===== src/rtl/dm_arbiter_if.sv =====
// dm_arbiter_if: bundles the MEM-stage, bridge and data-memory signals
// around the dm arbiter. The slave modport is the arbiter's view and the
// master modport is the view of everything connected to it.
interface dm_arbiter_if;
  // MEM stage (requester M)
  logic        m_req;
  logic        m_we;
  logic [31:0] m_addr;
  logic [31:0] m_wd;
  logic [31:0] m_pc;
  logic        m_stall;
  logic [31:0] m_rdata;
  logic        m_rvalid;

  // Bridge/debug port (requester B)
  logic        b_valid;
  logic        b_ready;
  logic        b_we;
  logic [31:0] b_addr;
  logic [31:0] b_wd;
  logic        b_rvalid;
  logic [31:0] b_rdata;

  // Data memory side
  logic        dm_we;
  logic [31:0] dm_addr;
  logic [31:0] dm_wd;
  logic [31:0] dm_pc;
  logic [31:0] dm_rd;

  modport slave (
    input  m_req, m_we, m_addr, m_wd, m_pc,
    output m_stall, m_rdata, m_rvalid,
    input  b_valid, b_we, b_addr, b_wd,
    output b_ready, b_rvalid, b_rdata,
    output dm_we, dm_addr, dm_wd, dm_pc,
    input  dm_rd
  );

  modport master (
    output m_req, m_we, m_addr, m_wd, m_pc,
    input  m_stall, m_rdata, m_rvalid,
    output b_valid, b_we, b_addr, b_wd,
    input  b_ready, b_rvalid, b_rdata,
    input  dm_we, dm_addr, dm_wd, dm_pc,
    output dm_rd
  );
endinterface


===== src/rtl/dm_arbiter.sv =====
// dm_arbiter: shares the single-port data memory between the MEM stage (M)
// and the bridge port (B). One access per cycle, reads take one extra cycle
// to return, M is stalled while it waits, and B gets priority once it has
// been denied B_MAX_WAIT cycles in a row.
module dm_arbiter #(
  parameter int B_MAX_WAIT = 4
) (
  input  logic           clk,
  input  logic           reset,
  dm_arbiter_if.slave    bus
);

  typedef enum logic [1:0] {
    IDLE = 2'd0,
    RD_M = 2'd1,
    RD_B = 2'd2
  } state_t;

  localparam logic [3:0]  B_WAIT_MAX = 4'(B_MAX_WAIT);
  localparam logic [31:0] WORD_MASK  = 32'hFFFF_FFFC;

  state_t     r_state;
  logic [3:0] r_bWait;

  logic w_grantM;
  logic w_grantB;

  // Arbitration: grants are only possible in IDLE; B wins a tie only once
  // its wait counter has saturated.
  always_comb begin
    w_grantM = 1'b0;
    w_grantB = 1'b0;
    if (r_state == IDLE) begin
      if (bus.m_req && bus.b_valid) begin
        if (r_bWait == B_WAIT_MAX) begin
          w_grantB = 1'b1;
        end else begin
          w_grantM = 1'b1;
        end
      end else if (bus.m_req) begin
        w_grantM = 1'b1;
      end else if (bus.b_valid) begin
        w_grantB = 1'b1;
      end
    end
  end

  // Output decode from state and inputs; reset forces every output low at
  // once, without waiting for a clock edge.
  always_comb begin
    bus.m_stall  = 1'b0;
    bus.m_rdata  = 32'h0;
    bus.m_rvalid = 1'b0;
    bus.b_ready  = 1'b0;
    bus.b_rvalid = 1'b0;
    bus.b_rdata  = 32'h0;
    bus.dm_we    = 1'b0;
    bus.dm_addr  = 32'h0;
    bus.dm_wd    = 32'h0;
    bus.dm_pc    = 32'h0;
    if (reset) begin
      case (r_state)
        IDLE: begin
          if (w_grantM) begin
            bus.dm_we   = bus.m_we;
            bus.dm_addr = bus.m_addr & WORD_MASK;
            bus.dm_wd   = bus.m_we ? bus.m_wd : 32'h0;
            bus.dm_pc   = bus.m_pc;
            bus.m_stall = ~bus.m_we;
          end else if (w_grantB) begin
            bus.b_ready = 1'b1;
            bus.dm_we   = bus.b_we;
            bus.dm_addr = bus.b_addr & WORD_MASK;
            bus.dm_wd   = bus.b_we ? bus.b_wd : 32'h0;
            bus.m_stall = bus.m_req;
          end
        end
        RD_M: begin
          bus.m_rvalid = 1'b1;
          bus.m_rdata  = bus.dm_rd;
        end
        RD_B: begin
          bus.b_rvalid = 1'b1;
          bus.b_rdata  = bus.dm_rd;
          bus.m_stall  = bus.m_req;
        end
        default: begin
          bus.m_stall = 1'b0;
        end
      endcase
    end
  end

  // Sequencer and B starvation counter: reads park in RD_M/RD_B for the
  // one-cycle memory latency; the counter tracks consecutive denied cycles.
  always_ff @(posedge clk or negedge reset) begin
    if (!reset) begin
      r_state <= IDLE;
      r_bWait <= 4'd0;
    end else begin
      case (r_state)
        IDLE: begin
          if (w_grantM && !bus.m_we) begin
            r_state <= RD_M;
          end else if (w_grantB && !bus.b_we) begin
            r_state <= RD_B;
          end else begin
            r_state <= IDLE;
          end
        end
        RD_M:    r_state <= IDLE;
        RD_B:    r_state <= IDLE;
        default: r_state <= IDLE;
      endcase

      if (bus.b_valid && !w_grantB) begin
        if (r_bWait != B_WAIT_MAX) begin
          r_bWait <= r_bWait + 4'd1;
        end
      end else begin
        r_bWait <= 4'd0;
      end
    end
  end

endmodule

===== src/flat_wrapper.sv =====
// flat-port wrapper written by rule: the top's interface ports become plain ports
module dm_arbiter_flat 
#(
  parameter int B_MAX_WAIT = 4
)
  (clk, reset, bus_m_req, bus_m_we, bus_m_addr, bus_m_wd, bus_m_pc, bus_m_stall, bus_m_rdata, bus_m_rvalid, bus_b_valid, bus_b_we, bus_b_addr, bus_b_wd, bus_b_ready, bus_b_rvalid, bus_b_rdata, bus_dm_we, bus_dm_addr, bus_dm_wd, bus_dm_pc, bus_dm_rd);
  dm_arbiter_if bus_i ();
  input  logic clk;
  input  logic reset;
  input wire logic [$bits(bus_i.m_req)-1:0] bus_m_req;
  input wire logic [$bits(bus_i.m_we)-1:0] bus_m_we;
  input wire logic [$bits(bus_i.m_addr)-1:0] bus_m_addr;
  input wire logic [$bits(bus_i.m_wd)-1:0] bus_m_wd;
  input wire logic [$bits(bus_i.m_pc)-1:0] bus_m_pc;
  output wire logic [$bits(bus_i.m_stall)-1:0] bus_m_stall;
  output wire logic [$bits(bus_i.m_rdata)-1:0] bus_m_rdata;
  output wire logic [$bits(bus_i.m_rvalid)-1:0] bus_m_rvalid;
  input wire logic [$bits(bus_i.b_valid)-1:0] bus_b_valid;
  input wire logic [$bits(bus_i.b_we)-1:0] bus_b_we;
  input wire logic [$bits(bus_i.b_addr)-1:0] bus_b_addr;
  input wire logic [$bits(bus_i.b_wd)-1:0] bus_b_wd;
  output wire logic [$bits(bus_i.b_ready)-1:0] bus_b_ready;
  output wire logic [$bits(bus_i.b_rvalid)-1:0] bus_b_rvalid;
  output wire logic [$bits(bus_i.b_rdata)-1:0] bus_b_rdata;
  output wire logic [$bits(bus_i.dm_we)-1:0] bus_dm_we;
  output wire logic [$bits(bus_i.dm_addr)-1:0] bus_dm_addr;
  output wire logic [$bits(bus_i.dm_wd)-1:0] bus_dm_wd;
  output wire logic [$bits(bus_i.dm_pc)-1:0] bus_dm_pc;
  input wire logic [$bits(bus_i.dm_rd)-1:0] bus_dm_rd;
  assign bus_i.m_req = bus_m_req;
  assign bus_i.m_we = bus_m_we;
  assign bus_i.m_addr = bus_m_addr;
  assign bus_i.m_wd = bus_m_wd;
  assign bus_i.m_pc = bus_m_pc;
  assign bus_m_stall = bus_i.m_stall;
  assign bus_m_rdata = bus_i.m_rdata;
  assign bus_m_rvalid = bus_i.m_rvalid;
  assign bus_i.b_valid = bus_b_valid;
  assign bus_i.b_we = bus_b_we;
  assign bus_i.b_addr = bus_b_addr;
  assign bus_i.b_wd = bus_b_wd;
  assign bus_b_ready = bus_i.b_ready;
  assign bus_b_rvalid = bus_i.b_rvalid;
  assign bus_b_rdata = bus_i.b_rdata;
  assign bus_dm_we = bus_i.dm_we;
  assign bus_dm_addr = bus_i.dm_addr;
  assign bus_dm_wd = bus_i.dm_wd;
  assign bus_dm_pc = bus_i.dm_pc;
  assign bus_i.dm_rd = bus_dm_rd;
  dm_arbiter #(.B_MAX_WAIT(B_MAX_WAIT)) u_core (.clk(clk), .reset(reset), .bus(bus_i));
endmodule

===== config.mk =====
export PLATFORM = sky130hd
export DESIGN_NAME = dm_arbiter_flat
export DESIGN_NICKNAME = d
export VERILOG_FILES = /design/src/rtl/dm_arbiter_if.sv /design/src/rtl/dm_arbiter.sv /design/src/flat_wrapper.sv
export SDC_FILE = /design/constraint.sdc
export NUM_CORES = 1
export LEC_CHECK = 0
export CORE_AREA = 3 3 138 140
export CTS_CLUSTER_DIAMETER = 100
export DETAILED_ROUTE_END_ITERATION = 8
export DIE_AREA = 0 0 141 143
export PLACE_DENSITY = 0.61
export SLEW_MARGIN = 20
export SYNTH_ARGS = -nofsm -noshare
export SYNTH_HDL_FRONTEND = slang
export SYNTH_SLANG_ARGS = --single-unit

===== constraint.sdc =====
create_clock -name clk -period 3.95 [get_ports clk]
set_input_delay 0.79 -clock clk [delete_from_list [all_inputs] [get_ports clk]]
set_output_delay 0.79 -clock clk [all_outputs]
set_load 0.005 [all_outputs]

==> results of run 1 <==
## kinds of logic (layout without fill, tap and decap cells)
group                      count (synthesis)  after routing  synth area share (%)
buffers and inverters                     50            378                  11.9
DFF                                        6              6                  5.95
muxes                                      1              1                 0.446
and+or+nand+nor                          242            242                  49.0
xor gates and xnor gates                   2              2                 0.695
AOI/OAI and AO/OA                         71             71                  31.0
other                                      1              3                 0.149
adders and majority gates                  2              2                 0.992
## tightest hold or removal path, delay by kind of cell (launching register included)
kind	cells	cell delay, ns
AO/OA/AOI/OAI	1	0.08
AND/OR/NAND/NOR	1	0.08
flip-flops	1	0.41
## per-layer routing
| metal | track usage, % | up-vias | wire length (um) |
|---|---|---|---|
| met3 | 2.78 | 13 | 1170 |
| met5 | 0 | - | 0 |
| met4 | 3.06 | 0 | 191 |
| met1 | 15.0 | 1760 | 5650 |
| met2 | 24.5 | 204 | 7420 |
| li1 | - | 1955 | - |
## state kept, by name, summed over array words and instances, names as in the netlist
signal          cells
u_core.r_bWait      4
u_core.r_state      2
## through the flow
step / instance area [um^2] / utilization, %
2_1_floorplan: 2530 / -
3_3_place_gp: 6320 / 35.2
3_5_place_dp: 6320 / 35.2
4_1_cts: 6390 / 35.6
5_1_grt: 6390 / 35.6
6_report: 6390 / 35.6
## path summary, 6_finish.rpt
| path | startpoint | endpoint | slack, ns |
|---|---|---|---|
| setup / recovery | reset | bus_dm_wd[23] | 0.38 |
| hold / removal | u_core.r_bWait[1]$_DFFE_PN0P_ | u_core.r_bWait[1]$_DFFE_PN0P_ | 0.62 |
| setup reg to reg | u_core.r_bWait[0]$_DFFE_PN0P_ | u_core.r_state[1]$_DFF_PN0_ | 2.23 |
| hold reg to reg | u_core.r_bWait[1]$_DFFE_PN0P_ | u_core.r_bWait[1]$_DFFE_PN0P_ | 0.62 |
| max in group asynchronous | reset | u_core.r_state[0]$_DFF_PN0_ | 2.92 |
| min in group asynchronous | reset | u_core.r_bWait[3]$_DFFE_PN0P_ | 0.89 |
## cells in the final DEF, fill, tap and decap left out, types with 2 or more instances in the layout
cell,synthesis,routed
nand3_1,34,34
and3b_1,2,2
dfrtp_1,6,6
conb_1,1,2
and2_1,65,65
nand2_2,0,2
o22ai_1,13,13
buf_12,0,8
nor3_1,2,2
and3_1,33,33
clkdlybuf4s50_1,0,356
nor2_1,5,5
buf_4,10,7
nand2_1,97,95
clkbuf_16,0,3
o22ai_2,50,50
ha_1,2,2
inv_1,4,4
## power by group
part	internal [mW]	switching [mW]	total, mW
clock	0.130	0.0358	0.166
sequential	0.0649	0.00481	0.0697
combinational	0.357	0.209	0.566
total	0.552	0.250	0.802
## cell type report
cell class	count	area, um^2
antenna	1	2.50
inverter	4	15.0
fill	1926	11600
sequential	6	150
timing repair buffer	371	3780
multi-input combinational	320	2090
tap	229	287
clock buffer	3	75.1
==> metrics.txt, run 1 <==
status completed; final setup fails 0; delay of the slowest critical-path stage 0.53 ns; GRT overflow 0; async set or reset register ratio after synthesis 100%; vias per inst 4.21; total power 0.802 mW; syn_area_per_cell 6.73 um^2; ratio of final minimum period to clock period 90.5%; Synthesis Warnings 0; Fin. Hold Viols 0; most common cell in the netlist nand2_1; DR pass1 iterations 4; Clock Path Buffers 2; CTS Buf Count 3; setup repair bufs after CTS 0; crit-path leading delay family buffers and inverters; Post-Syn Instances 375; CP Data Arrival Time 2.78 ns; Rows 49; kind of critical path in -> out; Die Ht 143 um; wire per inst 15.5 um; global-route wire length before repair 21400 um; CP Max Fanout 34; fin nets 906; Mapped Area 2520 um^2; CP Capture Type output port; dominant cells by area after synthesis o22ai_2, and2_1, nand2_1, and3_1, nand3_1; Top cell by count, worst path clkdlybuf4s50_1; Pleak 2.38 nW; share of cells above drive strength 1 10.8%; Startpoint Class input pin; Final GP Congestion 0.771; DP Worst Slack 0.364 ns; clock latency on the worst-skew pair 0.23 ns; Ports 363; VDD IR max 0.105 mV; initial antenna violation count 1; CP Data Required Time 3.16 ns; fmax 280 MHz; Tmin final 3.57 ns; HPWL after detailed placement 11500 um; sequential share of the synthesized area 5.95%; Hold-fix buffers, CTS 0; fin cells 934; Port Buffers 356; Synth area leader o22ai_2; setup TNS 0 ns; CTS tree yes; Post-synth EDFFs 0; Chip Width 141 um; most instantiated cells after synthesis nand2_1, and2_1, o22ai_2, nand3_1, and3_1; Post-Place Cells 930; HP Class reg -> reg; Synth cell types 34; critical path cell sequence clkdlybuf4s50_1, nor3b_4, buf_12, buf_4, nand3_1, o22ai_2, clkdlybuf4s50_1; Final WS setup 0.377 ns; Core Region 18000 um^2; DR vias 3932; Synth Flop Type dfrtp_1; skew final 0.00142 ns; H-tree Lvls 1; RSZ-0062 raised after global routing false; area growth from synthesis to layout 154%; hold_ws 0.621 ns; Worst-path clk slew 0.03 ns; worst reg2reg path depth 6; Root Driver clkbuf_16; max cap viols 0; cell count of the worst hold path 2; vias in the first global route 3858; Slew Limit Fails 0; 1st-iter DRT viols 97; die area 20200 um^2; final wirelength 14400 um; # clock sinks 6; pin count of the biggest net entering global routing 41; Yosys reg bits 6; post-synth top area share 24.8%; WP buf/inv 4; Routed Antenna Nets 0; cts repair resizes 0; initial core utilization 14.0%; Residual DRC 0; Critical-path top delay cell clkdlybuf4s50_1; cell area power density 125 nW/um^2; Crit path depth 7; all-layer global routing usage 13.0%
No activity file was read; power rests on OpenSTA's default activity.
==> run 2: changes to the inputs <==
- CAP_MARGIN: unset -> 15
- CORE_AREA: 3 3 138 140 -> 3 3 140 142
- CTS_CLUSTER_DIAMETER: 100 -> 150
- DIE_AREA: 0 0 141 143 -> 0 0 143 145
- PLACE_DENSITY: 0.61 -> 0.62
- clock period: 3.95 -> 2.85 ns (I/O delays scaled with it)
==> run 2 against run 1 <==
  * Design area is 7.4% higher
  * Clock power up 40%
  * Sequential power up 36%
  * First-iteration DRC count rose by 56%
  * Clock skew grew 0.0017 ns
  * Via count increased by 4.1%
  * Worst hold slack got worse by 0.26 ns
  * Wire length up 8.0%
  * Critical endpoint is now bus_dm_pc[4]
==> metrics.txt, run 2 (same netlist as run 1, synthesis figures left out) <==
fin nets 946 (was 906); DR vias 4095 (was 3932); pin count of the biggest net entering global routing 34 (was 41); RSZ-0062 raised after global routing false (unchanged); Startpoint Class flip-flop (was input pin); H-tree Lvls 1 (unchanged); length of routed met2 wiring 7730 um (was 7420 um); ANT cells 0 (was 1); Clock Path Buffers 2 (unchanged); max cap viols 0 (unchanged); Final GP Congestion 0.768 (was 0.771); die area 20700 um^2 (was 20200 um^2); GRT overflow 0 (unchanged); status completed (unchanged); VDD IR max 0.210 mV (was 0.105 mV); CP Max Fanout 25 (was 34); cell area power density 171 nW/um^2 (was 125 nW/um^2); skew final 0.00315 ns (was 0.00142 ns); HP Class in -> async (was reg -> reg); 1st-iter DRT viols 151 (was 97); CP Data Required Time 2.28 ns (was 3.16 ns); CP Capture Type output port (unchanged); Root Driver clkbuf_16 (unchanged); clock latency on the worst-skew pair 0.23 ns (about the same); Max Used Layer met4 (unchanged); Largest register FFs 4 (unchanged); Port Buffers 356 (unchanged); Post-Layout Inst Area 6870 um^2 (was 6390 um^2); Residual DRC 0 (unchanged); most frequent cells in the layout clkdlybuf4s50_1, nand2_1, and2_1 (unchanged); biggest registers after layout u_core.r_bWait: 4 flops, u_core.r_state: 2 flops (unchanged); Placement Cell Area 6620 um^2 (was 6320 um^2); area growth from synthesis to layout 172% (was 154%); initial core utilization 13.6% (was 14.0%); Core Region 18600 um^2 (was 18000 um^2); # clock sinks 6 (unchanged); Reg with most FFs u_core.r_bWait (unchanged); share of cells above drive strength 1 16.7% (was 10.8%); DR pass1 iterations 4 (unchanged); Tmin final 2.76 ns; HPWL after detailed placement 12700 um (was 11500 um); Rows 50 (was 49); Chip Width 143 um (was 141 um); fmax 363 MHz; initial antenna violation count 0 (was 1); vias in the first global route 3898 (was 3858); Ports 363 (unchanged); final wirelength 15600 um (was 14400 um); Hold-fix buffers, CTS 0 (unchanged); Routed Antenna Nets 0 (unchanged); all-layer global routing usage 13.1% (was 13.0%); met3 wire len 1650 um (was 1170 um); commonest non-fill, non-tap cell in the layout clkdlybuf4s50_1 (unchanged); vias per inst 4.19 (was 4.21); Pleak 3.20 nW (was 2.38 nW); Worst-path clk slew 0.04 ns (was 0.03 ns); CTS Buf Count 3 (unchanged); global-route wire length before repair 21800 um (was 21400 um); M1 WL 6120 um (was 5650 um); kind of critical path reg -> out (was in -> out); Fin. Hold Viols 0 (unchanged); ratio of final minimum period to clock period 96.7%; # fillers 1953 (was 1926); Slew Limit Fails 0 (unchanged); CP Data Arrival Time 2.19 ns (was 2.78 ns); Die Ht 145 um (was 143 um); worst reg2reg path depth 6 (unchanged); total power 1.18 mW (was 0.802 mW); wire per inst 15.9 um (was 15.5 um); CTS tree yes (unchanged); final setup fails 0 (unchanged)
run 2: cell count changes in the layout (fill, tap and decap cells not counted), sizes merged:
cell           delta
clkdlybuf4s50    -81
dlygate4sd2      +61
buf              +38
dlymetal6s2s     +20
clkbuf            +2
diode             -1
run 2: area by class of cell:
type                    count  area [um^2]  area share [%]
well taps                 234          293            4.26
inverters                   4         15.0           0.219
multi-input cells         320         2110            30.7
repair buffers            411         4230            61.5
flip-flops and latches      6          150            2.19
clock buffers               3         75.1            1.09
run 2: timing repair:
item / in CTS / in global routing
cloned: 0 / 3
buffers inserted: 0 / 11
setup endpoints to repair: 143 / 110
pin swaps: 1 / 0
resized for setup: 69 / 27
run 2: final timing paths:
kind	to	startpoint	slack (ns)
max in group asynchronous	u_core.r_bWait[3]$_DFFE_PN0P_	reset	2.33
worst max register to register	u_core.r_bWait[1]$_DFFE_PN0P_	u_core.r_bWait[1]$_DFFE_PN0P_	1.31
worst max-delay path	bus_dm_pc[4]	u_core.r_bWait[1]$_DFFE_PN0P_	0.09
worst min register to register	u_core.r_bWait[1]$_DFFE_PN0P_	u_core.r_bWait[1]$_DFFE_PN0P_	0.60
worst min-delay path	u_core.r_state[0]$_DFF_PN0_	reset	0.36
min in group clk	u_core.r_bWait[1]$_DFFE_PN0P_	u_core.r_bWait[1]$_DFFE_PN0P_	0.60
run 2: per-layer routing:
metal	global-route usage (%)	vias up
li1	-	2041
met1	15.0	1837
met2	24.1	211
met3	4.19	6
met4	1.76	0
met5	0	-
run 2: critical path, stage by stage (launching register included):
cell and delay [ns]:
dfrtp_1 0.39, inv_1 0.06, ha_2 0.18, and3b_2 0.26, a21oi_4 0.21, buf_12 0.18, and3_1 0.15, clkdlybuf4s50_1 0.51
run 2: through the flow:
step	std cells	hold WS [ns]	utilization (%)	worst slack (ns)	TNS (ns)
2_1_floorplan	376	0.274	-	0.796	0
3_3_place_gp	961	0.586	35.6	-0.229	-14.52
4_1_cts	964	0.601	35.7	-0.154	-4.21
3_5_place_dp	961	0.596	35.6	-0.228	-16.97
5_1_grt	978	0.383	37.0	0.00299	0
6_report	978	0.364	37.0	0.0947	0
run 2: power breakdown:
group / switching, mW / total [mW] / internal [mW]
sequential: 0.00505 / 0.0950 / 0.0900
clock: 0.0520 / 0.232 / 0.181
combinational: 0.313 / 0.849 / 0.536
==> patch (flow settings as in run 2) <==
Re-encode `state_t` (3 states) as one-hot, 3 bits wide.
--- a/src/rtl/dm_arbiter.sv
+++ b/src/rtl/dm_arbiter.sv
@@ -12,6 +12,6 @@
 
-  typedef enum logic [1:0] {
-    IDLE = 2'd0,
-    RD_M = 2'd1,
-    RD_B = 2'd2
+  typedef enum logic [2:0] {
+    IDLE = 3'b001,
+    RD_M = 3'b010,
+    RD_B = 3'b100
   } state_t;
Check against the original RTL: no difference found for any inputs over 4 cycles, from zero or initial values and one cycle with reset low; so few cycles prove little.
==> patch against run 2 <==
- cell area decreased by 1.0%
- worst setup slack worse by 5.6 ps
- cell count increased by 0.51%
- wire length decreased by 2.8%
- synthesized area decreased by 3.6%
- clock skew hardly changed
- maximum frequency fell by 0.20%
- clock power increased by 3%
- power up 4.0%
- count of clock-buffer cells in the layout grew 1
- sequential cell count rose by 1
==> patch: results (changes against run 2) <==
| Metric | Value |
|---|---|
| XOR/XNOR Fraction of Synth Area | 0.721% (+0.026 points) |
| Maximum number of pins on one net before global-route repair | 62 (+82%) |
| Synth Area in Compound Gates | 22.3% (-8.7 points) |
| Vias in the first global route | 3,800 (-2.5%) |
| Top flop regs | u_core.r_bWait: 4 flops, u_core.r_state: 3 flops |
| Number of DRC markers in iteration 0 | 123 (-19%) |
| Multiplexer share of the synthesized area | 0% (-0.45 points) |
| Leak | 3.16 nW (-1.4%) |
| Detail Placement HPWL | 11.9 mm (-6.6%) |
| Hold Path Class | flip-flop to flip-flop |
| Post-synth top cells | 100 x nand2_1, 64 x and2_1, 54 x o22ai_1 |
| Met1 usage | 15.8% (+0.77 points) |
| Met2 GRT Util | 23.5% (-0.56 points) |
| CP max FO | 35 (+40%) |
| GR Util All Layers | 13.0% (-0.14 points) |
| Clock skew | 2.70 ps (-0.447 ps) |
| Sequential power share | 9.4% (+1.3 points) |
| Routed wire length on met3 | 1.32 mm (-20%) |
| Share of layout cells above drive strength 1 | 11.2% (-5.5 points) |
| Met3 Resource Use GR | 3.16% (-1.0 points) |
| Routed length on met1 | 6.16 mm (+0.70%) |
| Placed cell areas | 6390 um2 (-3.4%) |
| Netlist cell types | 36 (+5.9%) |
| EDFF count, synth | 0 (unchanged) |
| Vias per cell | 4.11 (-1.8%) |
| Sequential share of the synthesized area | 7.26% (+1.3 points) |
| P_clk | 0.238 mW (+3%) |
| GPL Wtd Cong | 0.787 (+2.5%) |
| PD cells | 180 nW/um2 (+5.0%) |
| Metal2 WL | 7.51 mm (-2.8%) |
| Sw frac | 31.5% (+0.046 points) |
| Wire per inst | 15.4 um (-3.3%) |
| Adder-cell share of the synthesized area | 1.03% (+0.037 points) |
| Fill count | 1,935 (-0.92%) |
| Top Metal Used | met5 |
| Largest cells by area after synthesis | and2_1 16%, nand2_1 15%, o22ai_1 14%, and3_1 8.2%, buf_6 7.9% |
| First-pass GRT wire length | 21.7 mm (-0.48%) |
| Run status | finished, final reports clean |
| TritonCTS Buffers | 3 (unchanged) |
| Fin nets | 950 (+0.42%) |
| Initial antenna violation count | 1 (+1) |
## patch: cell types whose count changed in the layout (fill, tap and decap cells not counted), sizes merged, moves of 3 or more
cell / run 2 / this run
bufbuf: 0 / 3
nand2: 97 / 100
dlygate4sd2: 61 / 25
buf: 53 / 50
clkdlybuf4s50: 275 / 303
dlymetal6s2s: 20 / 27
## patch: worst paths after layout
check                                   from                end  slack, ps  cells after the start
min reg2reg                u_core.r_bWait[0]  u_core.r_bWait[0]        580                      3
min in group asynchronous              reset  u_core.r_state[2]        610                      4
max reg2reg                u_core.r_state[0]  u_core.r_bWait[0]       1340                      3
max in group asynchronous              reset  u_core.r_state[0]       2040                      4
min                        u_core.r_bWait[0]  u_core.r_bWait[0]        580                      3
max                                    reset     bus_dm_addr[3]         90                      7
## patch: final cells by class
class	instances	area [um2]	share of cell area, %
well taps	234	293	4.31
flip-flops and latches	7	176	2.59
inverters	3	11.3	0.166
repair buffers	410	4310	63.4
clock buffers	4	78.8	1.16
multi-input cells	325	1930	28.4
## patch: metrics by stage
stage                     hold slack (ps)  util [%]  worst slack, ps  cells
final                                 584      36.6             89.1    983
after global routing                  616      36.6            -4.01    983
after CTS                             600      35.9            0.815    980
after detailed placement              583      34.4             -227    962
after global placement                586      34.4             -232    962
after floorplan                       274         -              853    383
## patch: cell families after synthesis
group                      Yosys count
adders and majority gates            2
other                                1
AOI/OAI and AO/OA                   73
DFF                                  7
and+or+nand+nor                    246
buffers and inverters               51
xor gates and xnor gates             2
## patch: critical path: stages
cell and delay [ps]:
clkdlybuf4s15_1 230, and4bb_4 290, buf_12 140, buf_16 180, nand2_1 70, o22ai_1 140
clkdlybuf4s50_1 540
## patch: what timing repair did
action,CTS,global route
hold buffers,0,0
setup buffers,11,2
resized for setup,33,33
setup endpoints to repair,162,49
cloned,3,1
pin swaps,1,0
